**src/rtl/wb_port_arbiter.sv**
```systemverilog
// Shares the register-file write port between pipeline writeback and a buffered multi-cycle result unit.
// Optional WB_BYPASS_EN: results arriving at an idle, empty arbiter write straight through.
module wb_port_arbiter #(
  parameter int DEPTH    = 2,
  parameter int MAX_WAIT = 4
) (
  input  logic        clk,
  input  logic        rst,
  input  logic        pipe_we,
  input  logic [4:0]  pipe_waddr,
  input  logic [31:0] pipe_wdata,
  input  logic        mc_valid,
  input  logic [4:0]  mc_waddr,
  input  logic [31:0] mc_wdata,
  output logic        mc_ready,
  output logic        we,
  output logic [4:0]  waddr,
  output logic [31:0] wdata,
  output logic        stall_req,
  input  logic        re1,
  input  logic [4:0]  raddr1,
  input  logic        re2,
  input  logic [4:0]  raddr2,
  output logic        hazard1,
  output logic        hazard2
);
  localparam int PW = $clog2(DEPTH);
  localparam int CW = $clog2(DEPTH + 1);
  localparam int WW = $clog2(MAX_WAIT + 1);

  logic [DEPTH-1:0] live_q, live_d;
  logic [4:0]       addr_q [DEPTH];
  logic [31:0]      data_q [DEPTH];
  logic [PW-1:0]    rd_ptr, wr_ptr;
  logic [CW-1:0]    count;
  logic [WW-1:0]    wait_cnt;

  logic head_vld, head_live, pipe_req;
  logic pop, push, pipe_gnt, bypass;
  logic hit1, hit2;

  assign head_vld  = (count != '0);
  assign head_live = head_vld && live_q[rd_ptr];
  assign pipe_req  = pipe_we && (pipe_waddr != 5'd0);
  assign mc_ready  = !rst && (count < CW'(DEPTH));

  // Fixed-priority grant; a head that has waited MAX_WAIT cycles pre-empts the pipeline.
  always_comb begin
    pop       = 1'b0;
    pipe_gnt  = 1'b0;
    bypass    = 1'b0;
    we        = 1'b0;
    waddr     = 5'd0;
    wdata     = 32'd0;
    stall_req = 1'b0;
    if (!rst) begin
      if (head_vld && !head_live) begin
        pop = 1'b1;
        if (pipe_req) begin
          pipe_gnt = 1'b1;
          we       = 1'b1;
          waddr    = pipe_waddr;
          wdata    = pipe_wdata;
        end
      end else if (head_live && (wait_cnt == WW'(MAX_WAIT))) begin
        pop       = 1'b1;
        we        = 1'b1;
        waddr     = addr_q[rd_ptr];
        wdata     = data_q[rd_ptr];
        stall_req = pipe_req;
      end else if (pipe_req) begin
        pipe_gnt = 1'b1;
        we       = 1'b1;
        waddr    = pipe_waddr;
        wdata    = pipe_wdata;
      end else if (head_live) begin
        pop   = 1'b1;
        we    = 1'b1;
        waddr = addr_q[rd_ptr];
        wdata = data_q[rd_ptr];
      end
`ifdef WB_BYPASS_EN
      else if (!head_vld && mc_valid && (mc_waddr != 5'd0)) begin
        bypass = 1'b1;
        we     = 1'b1;
        waddr  = mc_waddr;
        wdata  = mc_wdata;
      end
`endif
    end
  end

  assign push = mc_valid && mc_ready && (mc_waddr != 5'd0) && !bypass;

  // A granted pipeline write supersedes any older buffered write to the same register.
  always_comb begin
    live_d = live_q;
    for (int i = 0; i < DEPTH; i++) begin
      if (pipe_gnt && live_q[i] && (addr_q[i] == pipe_waddr)) live_d[i] = 1'b0;
    end
    if (pop)  live_d[rd_ptr] = 1'b0;
    if (push) live_d[wr_ptr] = 1'b1;
  end

  always_comb begin
    hit1 = 1'b0;
    hit2 = 1'b0;
    for (int i = 0; i < DEPTH; i++) begin
      if (live_q[i] && (addr_q[i] == raddr1)) hit1 = 1'b1;
      if (live_q[i] && (addr_q[i] == raddr2)) hit2 = 1'b1;
    end
    hazard1 = !rst && re1 && (raddr1 != 5'd0) && hit1;
    hazard2 = !rst && re2 && (raddr2 != 5'd0) && hit2;
  end

  always_ff @(posedge clk) begin
    if (rst) begin
      live_q   <= '0;
      rd_ptr   <= '0;
      wr_ptr   <= '0;
      count    <= '0;
      wait_cnt <= '0;
    end else begin
      live_q <= live_d;
      if (pop)  rd_ptr <= rd_ptr + PW'(1);
      if (push) wr_ptr <= wr_ptr + PW'(1);
      if (push && !pop)      count <= count + CW'(1);
      else if (pop && !push) count <= count - CW'(1);
      if (pop)
        wait_cnt <= '0;
      else if (head_live && (wait_cnt != WW'(MAX_WAIT)))
        wait_cnt <= wait_cnt + WW'(1);
    end
  end

  always_ff @(posedge clk) begin
    if (push) begin
      addr_q[wr_ptr] <= mc_waddr;
      data_q[wr_ptr] <= mc_wdata;
    end
  end
endmodule

```
**config.mk**
```make
export PLATFORM = sky130hd
export DESIGN_NAME = wb_port_arbiter
export DESIGN_NICKNAME = d
export VERILOG_FILES = /design/src/rtl/wb_port_arbiter.sv
export SDC_FILE = /design/constraint.sdc
export NUM_CORES = 1
export LEC_CHECK = 0
export BUFFER_PORTS_ARGS = -buffer_cell sky130_fd_sc_hd__buf_4
export CORE_ASPECT_RATIO = 0.5
export CORE_MARGIN = 2
export CORE_UTILIZATION = 40
export CTS_BUF_LIST = sky130_fd_sc_hd__clkbuf_8
export DETAILED_ROUTE_END_ITERATION = 10
export GPL_TIMING_DRIVEN = 0
export MAX_ROUTING_LAYER = met4
export PLACE_DENSITY = 0.63
export SLEW_MARGIN = 30
export SYNTH_ARGS = -nofsm -noshare
export SYNTH_HDL_FRONTEND = slang
export SYNTH_SLANG_ARGS = --single-unit
```
**constraint.sdc**
```tcl
create_clock -name clk -period 3.4 [get_ports clk]
set_input_delay 0.51 -clock clk [delete_from_list [all_inputs] [get_ports clk]]
set_output_delay 0.51 -clock clk [all_outputs]
set_load 0.02 [all_outputs]
```
; Yosys cells after proc, flatten, opt, wreduce, memory -nomap -nowiden
; Memories as Yosys holds them, arrays and structs flattened. A register that Yosys moved wholly into a read port is not among the register bits.
; Index checks and enable logic that the tools add are counted.
[word_totals]
register_bits = 9
latch_bits = 0
mem_bits_rw = 74
rom_bits = 0
inputBits = 90
output_inout_bits = 42
wordCells = 115
n_memories = 2
[op_classes]
addsub = 5
n_mul = 0
div_mod_pow = 0
magnitude_cmp = 5
n_eq_ne = 8
n_shift = 0
mux = 50
bitwise = 3
reduce_logical = 37
[memory_table]
columns = name, words, width, rd, rd_clocked_by_memory_dff, wr, line
row1 = data_q, 2, 32, 1, 1, 1, 33  ; logic [31:0] data_q [DEPTH];
row2 = addr_q, 2, 5, 3, 1, 1, 32  ; logic [4:0] addr_q [DEPTH];
[ops]
columns = cell, count
row1 = $mux 32, 6
row2 = $mux 1, 32
row3 = $eq 5x5->1, 6
row4 = $mux 5, 6
row5 = $logic_and 1x1->1, 26
row6 = $reduce_bool 5->1, 4
row7 = $mux 2, 4
row8 = $logic_not 1->1, 4
row9 = $lt 1x2->1 const B, 2
row10 = $reduce_bool 2->1, 2
row11 = $add 3x1->3 const B, 1
row12 = $eq 3x3->1 const B, 1
row13 = $ne 3x3->1 const B, 1
row14 = $add 1x1->1 const B, 2
row15 = $add 2x1->2 const B, 1
row16 = $and 2x2->2, 1
row17 = $demux 1 s1, 2
row18 = $ge 1x1->1 const B, 2
row19 = $lt 2x2->1 const B, 1
row20 = $not 2->2, 1
row21 = $or 2x2->2, 1
row22 = $reduce_or 2->1, 1
row23 = $sub 2x1->2 const B, 1

; Longest topological paths before layout
[depth]
word_depth = 14
ltp_mapped = 10

; Worst setup path before layout
; OpenSTA, ideal clock, no wires.
[synth_path]
path_type = input port to flip-flop
from = in rst
to = mem addr_q[0][0] (enable)
setup_ns = 0.431
t_arrival_ns = 2.871
slack_ns = 0.098
path_stages = 4
path_buffers = 1
path_cell_list = clkbuf_1 > nor2_1 > o211ai_2 > nor2_1
[synth_between]
elab_chain_len = 6
[synth_lines]
columns = item, line
row1 = "start, declared", 8  ; input logic rst,
row2 = $logic_not 1->1, 45  ; assign mc_ready = !rst && (count < CW'(DEPTH));
row3 = $logic_and 1x1->1, 45
row4 = via mc_ready, 15  ; output logic mc_ready,
row5 = $logic_and 1x1->1 (2 in a row), 93  ; assign push = mc_valid && mc_ready && (mc_waddr != 5'd0) && !bypass;
row6 = $mux 1, 137  ; if (push) begin
row7 = $mux 1 (implied by the code), 138  ; addr_q[wr_ptr] <= mc_waddr;
row8 = "end, declared", 32
; The timed path passes the listed nets, and every way through them passes these cells.

; Final worst setup path
[layout_path]
from = reg wait_cnt[0]
to = out wdata[15]
[layout_between]
elab_chain_len = 5
[layout_lines]
columns = item, line
row1 = "start, declared", 36  ; logic [WW-1:0] wait_cnt;
row2 = "start signal, assigned", 132  ; wait_cnt <= wait_cnt + WW'(1);
row3 = $eq 3x3->1, 65  ; end else if (head_live && (wait_cnt == WW'(MAX_WAIT))) begin
row4 = $logic_and 1x1->1, 65
row5 = $mux 32, 65
row6 = $mux 32, 57  ; if (head_vld && !head_live) begin
row7 = $mux 32, 56  ; if (!rst) begin
row8 = "end, declared", 18  ; output logic [31:0] wdata,
; No other way between the ends.

==> impl_metrics.ini <==
[status]
status = finished, final reports clean

[timing]
slew_violations = 0
fmax_mhz = 330
worst_pin_slew_ns = 0.727
rsz0062_at_grt = no
finalCriticalPeriod_ns = 3.03
setup_viol = 0
slew_headroom_pct = 51.5
finClkSkew_ns = 0.00964
fin_setup_tns_ns = 0
finalHoldViolCount = 0
min_period_over_period_pct = 89.2

[critical_path]
arrival_ns = 2.52
worst_path_max_delay_cell = dfxtp_1
critPathCaptureType = output pin
worst_setup_path_start_kind = flop
cp_max_fo = 10
cpPeakStageDelay_ns = 0.39
cp.required_ns = 2.89
crit_chain = inv_1 > ha_1 > and2_1 > clkbuf_1 > a31o_2 > nor2_4 > buf_6 > o2bb2ai_2 > buf_4
path_class = reg2out

[floorplan]
floorplan.initialDensity_pct = 41.2
fp.dieH_um = 76.5
die_w_um = 149
rows = 26
io_pins = 132
fp.coreArea_sq_mm = 0.0102
dieArea_sq_mm = 0.0114

[finish]
n_antenna_cell = 0
area_growth_pct = 35.0
final_common_cell = buf_4
mostFrequentLayoutCells = buf_4 (130), edfxtp_1 (74), mux2i_1 (39), o2bb2ai_2 (30), xor2_1 (19)
layoutNonFillerInstCount = 570
fillers = 841
drive_above_1_share_pct = 45.8
finalNetCount = 518

[power_and_ir_drop]
clkPwrFrac_pct = 25.8
leakage_nw = 2.12
peakVddDrop_mv = 0.239
total_power_mw = 2.97
switching_share_pct = 30.4
powerDensity_mw_per_mm2 = 523
netSwitchingPower_mw = 0.903
seq_power_share_pct = 43.6
internal_power_mw = 2.07
p_comb_share_pct = 30.6

[global_route]
grt_max_degree = 16
grt_pass1_wl_um = 15600
grt_pass1_vias = 3084
antenna_found_initial = 0
grt.total_usage_pct = 18.1
grt.overflow.total = 0

[logic_synthesis]
synthDistinctLibCells = 35
syn_avg_cell_area_sq_um = 15.0
netlist_area_sq_mm = 0.00420
syn_inst = 280
async_flop_share_pct = 0
ys_seq_area_share_pct = 57.6
ys_warn_count = 0
synth_ff_type = edfxtp_1
synth_fp_nets = 373
synth_edf_count = 74
ys_ff_latch = 84

[clock_tree]
cts_hold_buf = 0
clock_latency_ns = 0.35
cts_sinks = 84
cts_root_buffer = clkbuf_8
cts_htree_levels = 3
cts_made_buffers = 9
cts_tree = done
clk_path_buf_depth = 2
clk_pin_slew_ns = 0.09

[route]
drc = 0
antenna_left = 0
post_drt_wl_per_cell_um = 17.1
drtPass1Iterations = 4
drt_iter0_drc = 135
viasPerCell = 4.99
wl_um = 9770
vias = 2842

[placement]
portBuffers = 130
gp_routability_congestion = 0.785
place_inst = 554
hpwl_um = 7380

[worst_hold_path]
hold_path.class = in2reg

[job]
cap_viol_max_count = 0
cells in the mapped netlist (5+ instances only):
cell	n	share of area (%)
nor3_1	5	0.60
buf_6	6	1.6
xnor2_1	16	3.3
o2bb2ai_1	7	1.5
nor4_1	7	1.0
nor2_1	8	0.71
xor2_1	19	4.0
dfxtp_1	10	4.8
mux2i_1	39	9.3
edfxtp_1	74	53
clkbuf_1	7	0.63
inv_1	5	0.45
nand3_1	6	0.71
o2bb2ai_2	30	11
cell families (layout without fill, tap and decap cells):
logic type,after synthesis,after routing,synth area share (%)
simple gates,44,44,5.71
xor+xnor,35,35,7.29
fa+ha+maj,3,3,0.893
flops,84,84,57.6
buf+inv,19,169,2.80
mux,42,42,10.1
compound gates,53,53,15.6
worst max-delay path, delay by kind of cell (launching register included):
kind | cells | cell delay, ns
compound gates | 2 | 0.45
simple gates | 2 | 0.48
buf+inv | 4 | 0.65
fa+ha+maj | 1 | 0.20
flops | 1 | 0.39
area by class of cell:
class	instances	area (sq um)	share of cell area, %
clock buffers	9	124	2.18
plain buffers	14	98.8	1.74
clock inverters	7	92.6	1.63
well taps	140	175	3.09
multi-input cells	177	1680	29.7
repair buffers	134	1060	18.7
flip-flops and latches	84	2420	42.7
inverters	5	18.8	0.331
sequential cells by signal, indices dropped and copies added (netlist names), named ones only:
signal and flops:
addr_q 10, data_q 64, count 2, rd_ptr 1
wr_ptr 1, wait_cnt 3, live_q 2
metrics by stage:
stage | instance area (sq um) | hold WS (ns) | utilization, % | setup slack [ns]
after floorplan | 4200 | 0.424 | - | 0.0977
after global placement | 5360 | 0.449 | 52.4 | -0.713
after detailed placement | 5460 | 0.489 | 53.4 | 0.536
after CTS | 5670 | 0.318 | 55.5 | 0.126
after global routing | 5680 | 0.306 | 55.6 | 0.193
final | 5680 | 0.338 | 55.6 | 0.367
worst paths after layout:
check,startpoint,endpoint,slack (ns),cells after the start
setup / recovery,wait_cnt[0],wdata[15],0.37,9
hold / removal,mc_wdata[24],data_q[0][24],0.34,1
setup reg to reg,wait_cnt[0],count[1],1.07,9
hold reg to reg,wr_ptr,live_q[0],0.50,1
power by group through the flow:
stage	clock network (mW)	logic [mW]	registers, mW
floorplan	0	0.605	1.30
detailed placement	0	0.916	1.32
global placement	0	0.863	1.32
global route	0.837	0.991	1.31
CTS	0.791	0.920	1.30
finish	0.766	0.909	1.30
what timing repair did:
action | in CTS | in global routing
endpoints found under the hold margin | 0 | 0
buffers inserted | 0 | 0
gates resized for setup | 0 | 1
setup endpoints to repair | 0 | 30
per-layer routing:
| metal | global-route usage, % | share of wire [%] | up-vias | wire (um) |
|---|---|---|---|---|
| li1 | - | - | 1379 | - |
| met1 | 21.3 | 42 | 1386 | 4070 |
| met2 | 31.6 | 54 | 65 | 5230 |
| met3 | 4.55 | 3.8 | 12 | 375 |
| met4 | 4.19 | 0.93 | 0 | 91 |
| met5 | - | 0 | - | 0 |
(Power assumes the default switching activity.)
